[src/rtl/enc_pkg.sv]
// rtl/enc_pkg.sv - shared widths, state and vector types for the sequential 8-to-3 encoder
package enc_pkg;
    localparam int N_IN  = 8;
    localparam int W_OUT = $clog2(N_IN);

    typedef enum logic {IDLE = 1'b0, EMIT = 1'b1} enc_state_t;
    typedef logic [N_IN-1:0]  req_vec_t;
    typedef logic [W_OUT-1:0] code_t;
endpackage

[src/rtl/ffs_encoder.sv]
// rtl/ffs_encoder.sv - combinational find-first-set priority encoder, direction chosen by LSB_FIRST
module ffs_encoder #(
    parameter int N         = 8,
    parameter int W         = $clog2(N),
    parameter bit LSB_FIRST = 1'b1
) (
    input  logic [N-1:0] vec_i,
    output logic [W-1:0] code_o,
    output logic         found_o
);
    // The last match in scan order wins, so scan away from the preferred end.
    always_comb begin
        code_o  = '0;
        found_o = 1'b0;
        if (LSB_FIRST) begin
            for (int i = N - 1; i >= 0; i--) begin
                if (vec_i[i]) begin
                    code_o  = W'(i);
                    found_o = 1'b1;
                end
            end
        end else begin
            for (int i = 0; i < N; i++) begin
                if (vec_i[i]) begin
                    code_o  = W'(i);
                    found_o = 1'b1;
                end
            end
        end
    end
endmodule

[src/rtl/seq_encoder_8to3.sv]
// rtl/seq_encoder_8to3.sv - emits the index of each set bit of an accepted vector, one beat per handshake
module seq_encoder_8to3
    import enc_pkg::*;
#(
    parameter bit LSB_FIRST = 1'b1
) (
    input  logic     clk,
    input  logic     rst_n,
    input  logic     in_valid,
    output logic     in_ready,
    input  req_vec_t in_vec,
    output logic     out_valid,
    input  logic     out_ready,
    output code_t    out_code,
    output logic     out_last,
    output logic     zero_in,
    output logic     busy
);
    enc_state_t state_q, state_d;
    req_vec_t   pend_q, pend_d;
    logic       zero_q, zero_d;
    code_t      ffs_code;
    logic       ffs_found;
    logic       single_bit;

    ffs_encoder #(
        .N         (N_IN),
        .W         (W_OUT),
        .LSB_FIRST (LSB_FIRST)
    ) u_ffs (
        .vec_i   (pend_q),
        .code_o  (ffs_code),
        .found_o (ffs_found)
    );

    // Clearing the lowest set bit leaves zero exactly when one bit remains.
    assign single_bit = (pend_q & (pend_q - req_vec_t'(1))) == '0;

    assign in_ready  = (state_q == IDLE);
    assign busy      = (state_q == EMIT);
    assign out_valid = (state_q == EMIT) && ffs_found;
    assign out_code  = ffs_code;
    assign out_last  = out_valid && single_bit;
    assign zero_in   = zero_q;

    always_comb begin
        state_d = state_q;
        pend_d  = pend_q;
        zero_d  = 1'b0;
        if (state_q == IDLE) begin
            if (in_valid) begin
                if (in_vec != '0) begin
                    pend_d  = in_vec;
                    state_d = EMIT;
                end else begin
                    zero_d = 1'b1;
                end
            end
        end else if (out_valid && out_ready) begin
            pend_d = pend_q & ~(req_vec_t'(1) << ffs_code);
            if (out_last) begin
                state_d = IDLE;
            end
        end
    end

    always_ff @(posedge clk or negedge rst_n) begin
        if (!rst_n) begin
            state_q <= IDLE;
            pend_q  <= '0;
            zero_q  <= 1'b0;
        end else begin
            state_q <= state_d;
            pend_q  <= pend_d;
            zero_q  <= zero_d;
        end
    end
endmodule

[config.mk]
export PLATFORM = sky130hd
export DESIGN_NAME = seq_encoder_8to3
export DESIGN_NICKNAME = d
export VERILOG_FILES = /design/src/rtl/enc_pkg.sv /design/src/rtl/ffs_encoder.sv /design/src/rtl/seq_encoder_8to3.sv
export SDC_FILE = /design/constraint.sdc
export NUM_CORES = 1
export LEC_CHECK = 0
export BUFFER_PORTS_ARGS = -buffer_cell sky130_fd_sc_hd__buf_2
export CAP_MARGIN = 40
export CORE_ASPECT_RATIO = 1.4
export CORE_UTILIZATION = 30
export DETAILED_ROUTE_END_ITERATION = 16
export SYNTH_ARGS = -nofsm -noshare
export SYNTH_HDL_FRONTEND = slang
export SYNTH_SLANG_ARGS = --single-unit
[constraint.sdc]
create_clock -name clk -period 2.19 [get_ports clk]
set_input_delay 0.5475 -clock clk [delete_from_list [all_inputs] [get_ports clk]]
set_output_delay 0.5475 -clock clk [all_outputs]
set_load 0.1 [all_outputs]
After elaboration in Yosys (flattened, before gate mapping)

Cells that the tools add are included.

Register bits: 10
Bits of input ports: 12
Word-level logic and storage cells: 46

$add $sub $neg: 1
Equality and inequality tests: 1
Shifts and indexed selects: 1
Mux-type cells: 28
Bitwise gates (word level): 4
Reduce and logical (&&, ||, !) cells: 8

Operators by type and width:

| kind                                                   | count |
|---|---|
| 2-to-1 mux 8 bit                                       | 4 |
| 2-to-1 mux 3 bit                                       | 8 |
| bitwise AND 8 bit                                      | 2 |
| 2-to-1 mux 1 bit                                       | 16 |
| zero test 8 bit                                        | 1 |
| inverter 8 bit                                         | 1 |
| nonzero test 8 bit                                     | 1 |
| << shifter 1 x 3 -> 8 bit (first input constant)       | 1 |
| subtractor 8 x 1 -> 8 bit (second input constant)      | 1 |
| nonzero test 2 bit                                     | 2 |
| logical AND 1 bit                                      | 3 |
| AND reduction 3 bit                                    | 1 |
| inequality test 2 x 1 -> 1 bit (second input constant) | 1 |
| inverter 1 bit                                         | 1 |

Logic depth before layout (Yosys ltp)

Gate-level depths: netlist of the first run.

Depth in word-level cells: 13
Mapped depth: 6
Depth with buffers taken out: 4

Cells and area by module

A second synthesis of the first run with hierarchy kept.

Cell total of the unflattened synthesis: 76
Area total of the unflattened synthesis: 644.4 um2

Modules (own cells, without submodules):

| module           | instances | cells each | area an instance (um2) | seq. area each (um2) |
|---|---|---|---|---|
| seq_encoder_8to3 | 1         | 63         | 564.3                  | 250.2 |
| ffs_encoder      | 1         | 13         | 80.1                   | 0.0 |

Least setup slack after synthesis of the first run

OpenSTA, ideal clock, no wires.

Kind: register -> output
Start: register state_q (netlist: busy)
End: output port out_last
Arrival: 3.891 ns
Required time: 1.642 ns
Setup slack: -2.249 ns
Cell stages (with the launch flop): 4
Cells stage by stage: dfrtp_1 -> clkbuf_1 -> inv_1 -> nor3_1

Longest elaborated chain between the ends: 2

Ends and longest elaborated chain:

| item                     | RTL line               | RTL |
|---|---|---|
| start: declaration       | seq_encoder_8to3.sv:19 | `enc_state_t state_q, state_d;` |
| start signal: assignment | seq_encoder_8to3.sv:73 | `state_q <= state_d;` |
| logical AND 1 bit        | seq_encoder_8to3.sv:41 | `assign out_valid = (state_q == EMIT) && ffs_found;` |
| logical AND 1 bit        | seq_encoder_8to3.sv:43 | `assign out_last = out_valid && single_bit;` |
| end: declaration         | seq_encoder_8to3.sv:15 | `output logic out_last,` |

Every way passes these cells.

Worst setup path after layout of the first run

Start: register pend_q[3]
End: output port out_last

Longest elaborated chain between the ends: 6
Elaborated cells on any way between the ends: 9
Those cells by class: add/sub (1); mux (4); bitwise (1); reduce/logical (3)

Ends and longest elaborated chain:

| item                                                              | RTL line               | RTL |
|---|---|---|
| start: declaration                                                | seq_encoder_8to3.sv:20 | `req_vec_t pend_q, pend_d;` |
| start signal: assignment                                          | seq_encoder_8to3.sv:74 | `pend_q <= pend_d;` |
| branches (longest 5 deep; another with subtractor 8 x 1 -> 8 bit) | -                      |  |
| logical AND 1 bit *                                               | seq_encoder_8to3.sv:43 |  |

Mark *: on every way between the ends.

==> key figures, run 1 <==
Die
  • Die ar.: 0.002679 mm^2
  • Core Region: 0.002365 mm^2
  • Io pins: 20
  • Chip Width: 44.03 um
  • Initial Util: 31.38%
  • DIE HEIGHT: 60.84 um
  • Placement Rows: 21

Synthesis
  • Mapped cell area: 742.0 um^2
  • Synth unique cells: 29
  • Syn Inst Count: 81
  • Yosys warning total: 0
  • Post-synth top area share: 33.73%
  • Post-synthesis async set-or-reset flop share: 100.0%
  • Main flop type after synthesis: dfrtp_1
  • Top post-synthesis cells by count: dfrtp_1, mux2i_1, nor2_1
  • Seq/Total Area, Yosys: 33.73%
  • Yosys top cell by area: dfrtp_1
  • Synthesized flop and latch total: 10
  • Area contributors post-synth: dfrtp_1, mux2i_1, a21oi_1
  • Number of synthesized flops with an enable pin: 0
  • Most frequent cell after synthesis: dfrtp_1
  • Synthesized net count: 93
  • Syn_area_per_cell: 9.160 um^2

Setup path
  • CP endpoint: out_last
  • R2R Setup Slk: 0.22 ns
  • Type of origin of the critical path: register
  • Worst-path maximum fanout: 4
  • Setup CP Type: register to output pin
  • Worst r2r path cells: 7
  • Crit. End Element: output pin
  • Reg-to-reg critical path endpoint: pend_q[3]$_DFFE_PN0P_
  • Worst EP arrival: 2.04 ns
  • Start point of the critical path: pend_q[3]$_DFFE_PN0P_
  • Reg2reg start: pend_q[6]$_DFFE_PN0P_
  • Worst Path Required: 1.64 ns

Global route
  • GRT Residual Overflow: 0
  • Antenna violations before repair: 0
  • First-pass GRT wire length: 3698 um
  • Number of global-route vias before repair: 800
  • Gr usage total: 19.13%
  • Largest net degree at the start of global routing: 11

Clocking
  • Clk slew on worst S/H paths: 0.07 ns
  • Hold-fix buffers at CTS: 0
  • Clock Sinks: 10
  • Clk buf depth: 2
  • Root buffer selected by CTS: clkbuf_4
  • Worst-Skew Late Latency: 0.27 ns
  • H-tree levels: 1
  • CTS tree: built
  • Cts bufs inserted: 3

Drt
  • DR iter-0 viols: 44
  • Iteration count of the initial detailed-routing pass: 6
  • Antenna Violating Nets Remaining: 0
  • Routed WL: 2342 um
  • Vias per cell: 5.807
  • DRC Markers: 0
  • Routed wire per std cell: 16.73 um
  • Vias: 813

Timing
  • Max-slew headroom: 65.10%
  • Worst clock skew: 0.0004999 ns
  • Fin crit share: 118.3%
  • Worst slew pin tran: 0.5187 ns
  • Unrepaired setup endpoints after global routing: yes
  • Slew Limit Fails: 0
  • Final WS setup: -0.4002 ns
  • Fmax: 0.3861 GHz
  • Final Hold Violating Endpoints: 0
  • Endpoints failing setup: 4
  • Minimum clock period: 2.590 ns

Layout
  • Antenna diodes: 0
  • NumNets Final: 130
  • Fin area: 0.001179 mm^2
  • Final Util: 49.84%
  • Layout cell share with drive strength beyond 1: 49.57%
  • Area Overhead vs Synth: 58.85%

Min path
  • Hold Path Class: input pin to asynchronous set/reset pin

Placement
  • Post-DP HPWL: 1734 um
  • Gpl congestion: 0.9194
  • Placed Area: 0.001064 mm^2
  • IO Port Bufs: 19

Run status
  • Run status: finished, violations left
  • Failing checks: setup timing

Job
  • Max Cap Viol: 0
==> flip-flops by register name, summed over array words and instances, names as in the netlist <==
register	flops
pend_q	8
zero_in	1
busy	1
==> metal layers <==
layer	vias up	GRT usage (%)	wire, um	share of wire (%)
li1	385	-	-	-
met1	389	21.55	819	35
met2	33	33.82	1341	57
met3	6	4.762	135	5.8
met4	0	8.225	46	2.0
met5	-	0	0	0
==> how the worst min path moves through the flow <==
stage	start	to	slack (ns)	cells after the start
after floorplan	rst_n	pend_q[0]$_DFFE_PN0P_	0.25	0
after global placement	rst_n	busy$_DFF_PN0_	0.42	1
after detailed placement	rst_n	zero_in$_DFF_PN0_	0.42	1
after CTS	rst_n	pend_q[2]$_DFFE_PN0P_	0.13	1
after global routing	rst_n	pend_q[3]$_DFFE_PN0P_	0.11	1
final	rst_n	busy$_DFF_PN0_	0.12	1
==> worst max-delay path: stages, from the launching register on <==
cell       delay (ns)
dfrtp_1          0.41
or4_4            0.58
a2111oi_4        0.32
nor3_2           0.11
nor3_4           0.15
buf_12           0.20
==> placed cells by master (no fill, tap or decap), types with 2 or more instances in the layout <==
| cell type | netlist | final |
|---|---|---|
| nor3_1 | 5 | 2 |
| nor2_1 | 8 | 6 |
| nor3_2 | 0 | 2 |
| buf_2 | 0 | 14 |
| inv_1 | 5 | 4 |
| clkbuf_4 | 0 | 3 |
| a31oi_1 | 5 | 4 |
| nor4_1 | 5 | 4 |
| mux2i_1 | 9 | 9 |
| and3_1 | 2 | 2 |
| buf_4 | 0 | 16 |
| a21oi_1 | 7 | 6 |
| dfrtp_1 | 10 | 9 |
| a2111oi_4 | 1 | 2 |
| buf_12 | 0 | 4 |
| buf_6 | 2 | 4 |
==> through the flow <==
stage               setup WS [ns]  cells  setup TNS [ns]  hold WS [ns]
floorplan                 -0.6548     81          -3.589        0.2519
global placement          -0.1327    132         -0.1327        0.4193
detailed placement        -0.1503    132         -0.1503        0.4181
CTS                       -0.3864    138         -0.5342        0.1280
global route              -0.4841    140         -0.8177        0.1100
finish                    -0.4002    140         -0.5292        0.1183
==> final cells by class <==
type	instances	area, um^2
Fill cell	208	1186
Multi-Input combinational cell	60	521.8
Timing Repair Buffer	38	315.3
Sequential cell	10	254.0
Clock buffer	4	36.28
Tap cell	23	28.78
Inverter	5	22.52
==> kinds of logic after synthesis <==
family / share of synthesized area [%]
flip-flops: 33.73
XOR/XNOR: 1.181
AND/OR/NAND/NOR: 21.25
buffers and inverters: 7.588
multiplexers: 12.14
AO/OA/AOI/OAI: 24.11
==> what timing repair did <==
action	in CTS	in global routing
endpoints found under the setup margin	4	5
pin swaps	4	4
resized for setup	5	7
cloned	0	0
setup buffers	2	3
Power of run 1 is left out: the tool's default activity adds up to more than one toggle a clock period on the data nets, which glitch-free logic cannot reach.
==> inputs of run 2 (changes only) <==
--- a/config.mk
+++ b/config.mk
@@ -10,6 +10,8 @@
 export CORE_ASPECT_RATIO = 1.4
 export CORE_UTILIZATION = 30
 export DETAILED_ROUTE_END_ITERATION = 16
+export PLACE_DENSITY = 0.54
+export SETUP_SLACK_MARGIN = 0.05
 export SYNTH_ARGS = -nofsm -noshare
 export SYNTH_HDL_FRONTEND = slang
 export SYNTH_SLANG_ARGS = --single-unit
==> key figures, run 2 (synthesis results as in run 1) <==
Layout
  • Area Overhead vs Synth: 61.89%
  • Layout cell share with drive strength beyond 1: 50.42%
  • NumNets Final: 132
  • Final Util: 50.79%
  • Max reg flops: 8
  • Fin area: 0.001201 mm^2
  • Commonest non-fill, non-tap cells in the layout: buf_4, buf_2, mux2i_1, dfrtp_1
  • Commonest non-fill, non-tap cell in the layout: buf_4
  • Fill cells: 225
  • Largest Register: pend_q
  • Antenna diodes: 0

Die
  • Initial Util: 31.38%
  • DIE HEIGHT: 60.84 um
  • Chip Width: 44.03 um
  • Placement Rows: 21
  • Die ar.: 0.002679 mm^2
  • Io pins: 20
  • Core Region: 0.002365 mm^2

Drt
  • Iteration count of the initial detailed-routing pass: 6
  • Routed wire per std cell: 16.28 um
  • DRC Markers: 0
  • Antenna Violating Nets Remaining: 0
  • Routed WL: 2312 um
  • Vias: 819
  • DR iter-0 viols: 17
  • Vias per cell: 5.768

Setup path
  • Crit. End Element: output pin
  • Worst Path Required: 1.64 ns
  • Worst r2r path cells: 7
  • Setup CP Type: register to output pin
  • Type of origin of the critical path: register
  • Worst-path maximum fanout: 4
  • Worst EP arrival: 2.03 ns

Timing
  • Final WS setup: -0.3902 ns
  • Worst slew pin tran: 0.5392 ns
  • Fin crit share: 117.8%
  • Total Negative Setup Slacks: -0.7060 ns
  • Final Hold Violating Endpoints: 0
  • Unrepaired setup endpoints after global routing: yes
  • Endpoints failing setup: 4
  • Worst clock skew: 0.001190 ns
  • Fmax: 0.3876 GHz
  • Max-slew headroom: 63.72%
  • Slew Limit Fails: 0
  • Minimum clock period: 2.580 ns

Global route
  • Number of global-route vias before repair: 802
  • Antenna violations before repair: 0
  • First-pass GRT wire length: 3588 um
  • Largest net degree at the start of global routing: 11
  • GRT Residual Overflow: 0
  • Gr usage total: 18.61%

Clocking
  • Clock Sinks: 10
  • CTS tree: built
  • H-tree levels: 1
  • Clk buf depth: 2
  • Worst-Skew Late Latency: 0.26 ns
  • Root buffer selected by CTS: clkbuf_4
  • Clk slew on worst S/H paths: 0.07 ns
  • Cts bufs inserted: 3

Placement
  • Post-DP HPWL: 1713 um
  • Placed Area: 0.001064 mm^2
  • IO Port Bufs: 19
  • Place WS: -0.1673 ns
  • Gpl congestion: 0.8443

Run status
  • Run status: finished, violations left
  • Failing checks: setup timing

Min path
  • Hold Path Class: input pin to asynchronous set/reset pin

Job
  • Max Cap Viol: 0
run 2: timing repair:
action / 4_1_cts / 5_1_grt
endpoints found under the setup margin: 5 / 5
resized for setup: 9 / 6
hold buffers: 0 / 0
pin swaps: 7 / 7
setup buffers: 4 / 4
run 2: worst paths after layout:
check                                           start               endpoint  slack [ns]
max in group asynchronous                       rst_n         busy$_DFF_PN0_        1.84
worst max-delay path            pend_q[0]$_DFFE_PN0P_               out_last       -0.39
worst max register to register  pend_q[0]$_DFFE_PN0P_  pend_q[7]$_DFFE_PN0P_        0.17
worst min register to register         busy$_DFF_PN0_  pend_q[0]$_DFFE_PN0P_        0.62
min in group clk                            in_vec[4]  pend_q[4]$_DFFE_PN0P_        0.58
worst min-delay path                            rst_n         busy$_DFF_PN0_        0.13
run 2: worst max-delay path, cell delays in order, from the launching register on:
cell and delay [ns]:
dfrtp_1 0.38, or4_4 0.59, a2111oi_4 0.33, nor3_2 0.10
nor3_4 0.16, buf_12 0.20
run 2: cell type report:
class / count / area, um^2 / share of cell area, %
Inverter: 5 / 22.52 / 1.875
Clock buffer: 4 / 36.28 / 3.021
Timing Repair Buffer: 40 / 342.8 / 28.54
Sequential cell: 10 / 254.0 / 21.15
Tap cell: 23 / 28.78 / 2.396
Multi-Input combinational cell: 60 / 516.7 / 43.02
run 2: routing by layer:
layer  GRT usage [%]  routed length [um]  vias up
met3           4.762                  84        8
li1                -                   -      388
met4           6.061                  55        0
met2           34.87                1300       24
met1           19.96                 871      399
met5               0                   0        -
run 2: per-stage QoR:
| step | std cells | hold WS [ns] |
|---|---|---|
| after floorplan | 81 | 0.2519 |
| after global placement | 132 | 0.4223 |
| after detailed placement | 132 | 0.4220 |
| after CTS | 140 | 0.1331 |
| after global routing | 142 | 0.1282 |
| final | 142 | 0.1312 |
Power of run 2 is left out for the same reason.
==> inputs of run 3 (changes only) <==
--- a/config.mk
+++ b/config.mk
@@ -11,6 +11,7 @@
 export CORE_UTILIZATION = 30
 export DETAILED_ROUTE_END_ITERATION = 16
 export PLACE_DENSITY = 0.54
+export REMOVE_ABC_BUFFERS = 1
 export SETUP_SLACK_MARGIN = 0.05
 export SYNTH_ARGS = -nofsm -noshare
 export SYNTH_HDL_FRONTEND = slang
==> key figures, run 3 (synthesis results as in run 1) <==
Run status
  • Run status: finished, violations left
  • Failing checks: setup timing

Clocking
  • Hold-fix buffers at CTS: 0
  • Clock Sinks: 10
  • Cts bufs inserted: 3
  • Clk slew on worst S/H paths: 0.08 ns
  • CTS tree: built
  • Worst-Skew Late Latency: 0.27 ns
  • Root buffer selected by CTS: clkbuf_4
  • Clk buf depth: 2
  • H-tree levels: 1

Layout
  • Max reg flops: 8
  • Largest Register: pend_q
  • NumNets Final: 134
  • Commonest non-fill, non-tap cells in the layout: buf_4, buf_2, dfrtp_1
  • Antenna diodes: 0
  • Commonest non-fill, non-tap cell in the layout: buf_4
  • Layout cell share with drive strength beyond 1: 47.11%
  • Fin area: 0.001171 mm^2
  • Area Overhead vs Synth: 57.84%
  • Final Util: 49.52%

Placement
  • Placed Area: 0.001008 mm^2
  • IO Port Bufs: 19
  • Gpl congestion: 0.8739
  • Post-DP HPWL: 1744 um

Global route
  • First-pass GRT wire length: 3615 um
  • Gr usage total: 19.01%
  • Number of global-route vias before repair: 815
  • GRT Residual Overflow: 0
  • Antenna violations before repair: 0
  • Largest net degree at the start of global routing: 11

Drt
  • Iteration count of the initial detailed-routing pass: 6
  • DR iter-0 viols: 24
  • Vias: 819
  • Vias per cell: 5.688
  • DRC Markers: 0
  • Routed wire per std cell: 16.21 um
  • Routed WL: 2334 um
  • Antenna Violating Nets Remaining: 0

Die
  • Io pins: 20
  • Placement Rows: 21
  • Die ar.: 0.002679 mm^2
  • Core Region: 0.002365 mm^2
  • Chip Width: 44.03 um
  • DIE HEIGHT: 60.84 um
  • Initial Util: 31.38%

Timing
  • Fin crit share: 123.5%
  • Total Negative Setup Slacks: -0.8030 ns
  • Final Hold Violating Endpoints: 0
  • Fmax: 0.3696 GHz
  • Slew Limit Fails: 0
  • Final WS setup: -0.5155 ns
  • Unrepaired setup endpoints after global routing: yes
  • Worst hold margin: 0.1216 ns
  • Worst clock skew: 0.008834 ns
  • Worst slew pin tran: 0.4861 ns
  • Endpoints failing setup: 3
  • Max-slew headroom: 67.82%
  • Minimum clock period: 2.705 ns

Min path
  • Hold Path Class: input pin to asynchronous set/reset pin

Setup path
  • Crit. End Element: output pin
  • Worst-path maximum fanout: 4
  • Type of origin of the critical path: register
  • Worst Path Required: 1.64 ns
  • Setup CP Type: register to output pin
  • Worst EP arrival: 2.16 ns

Job
  • Max Cap Viol: 0
run 3: per-layer routing:
| layer | track usage (%) | vias to the layer above | share of wire, % |
|---|---|---|---|
| met5 | 0 | - | 0 |
| met4 | 10.82 | 0 | 1.3 |
| met3 | 3.274 | 4 | 3.3 |
| met2 | 35.71 | 28 | 56 |
| met1 | 19.34 | 397 | 40 |
| li1 | - | 390 | - |
run 3: what timing repair did:
item                                    4_1_cts  5_1_grt
endpoints found under the setup margin        4        5
setup buffers                                 8        0
pin swaps                                     8        3
gates resized for setup                      11        4
run 3: layout make-up:
class	count	area [um^2]
repair buffers	42	345.3
multi-input cells	60	491.7
fillers	221	1194
clock buffers	4	36.28
well taps	23	28.78
inverters	5	18.77
flip-flops and latches	10	250.2
run 3: path summary, 6_finish.rpt:
check,startpoint,to,slack [ns],cells after the start
max,pend_q[2]$_DFFE_PN0P_,out_last,-0.52,6
min,rst_n,pend_q[5]$_DFFE_PN0P_,0.12,1
max reg2reg,pend_q[2]$_DFFE_PN0P_,pend_q[7]$_DFFE_PN0P_,0.14,8
min reg2reg,busy$_DFF_PN0_,pend_q[0]$_DFFE_PN0P_,0.68,1
max in group asynchronous,rst_n,pend_q[0]$_DFFE_PN0P_,1.86,1
min in group clk,in_vec[6],pend_q[6]$_DFFE_PN0P_,0.56,3
run 3: metrics by stage:
| step | std cells | setup slack (ns) |
|---|---|---|
| final | 144 | -0.5155 |
| after global routing | 144 | -0.5888 |
| after CTS | 145 | -0.5056 |
| after detailed placement | 133 | -0.2421 |
| after global placement | 133 | -0.2144 |
| after floorplan | 75 | -2.377 |
run 3: worst max-delay path, cell delays in order (launching register included):
cell	delay, ns
dfrtp_1	0.39
or4_4	0.59
a2111oi_4	0.33
nor3_2	0.08
nor3_1	0.20
buf_4	0.15
buf_12	0.16
Power of run 3 is left out for the same reason.
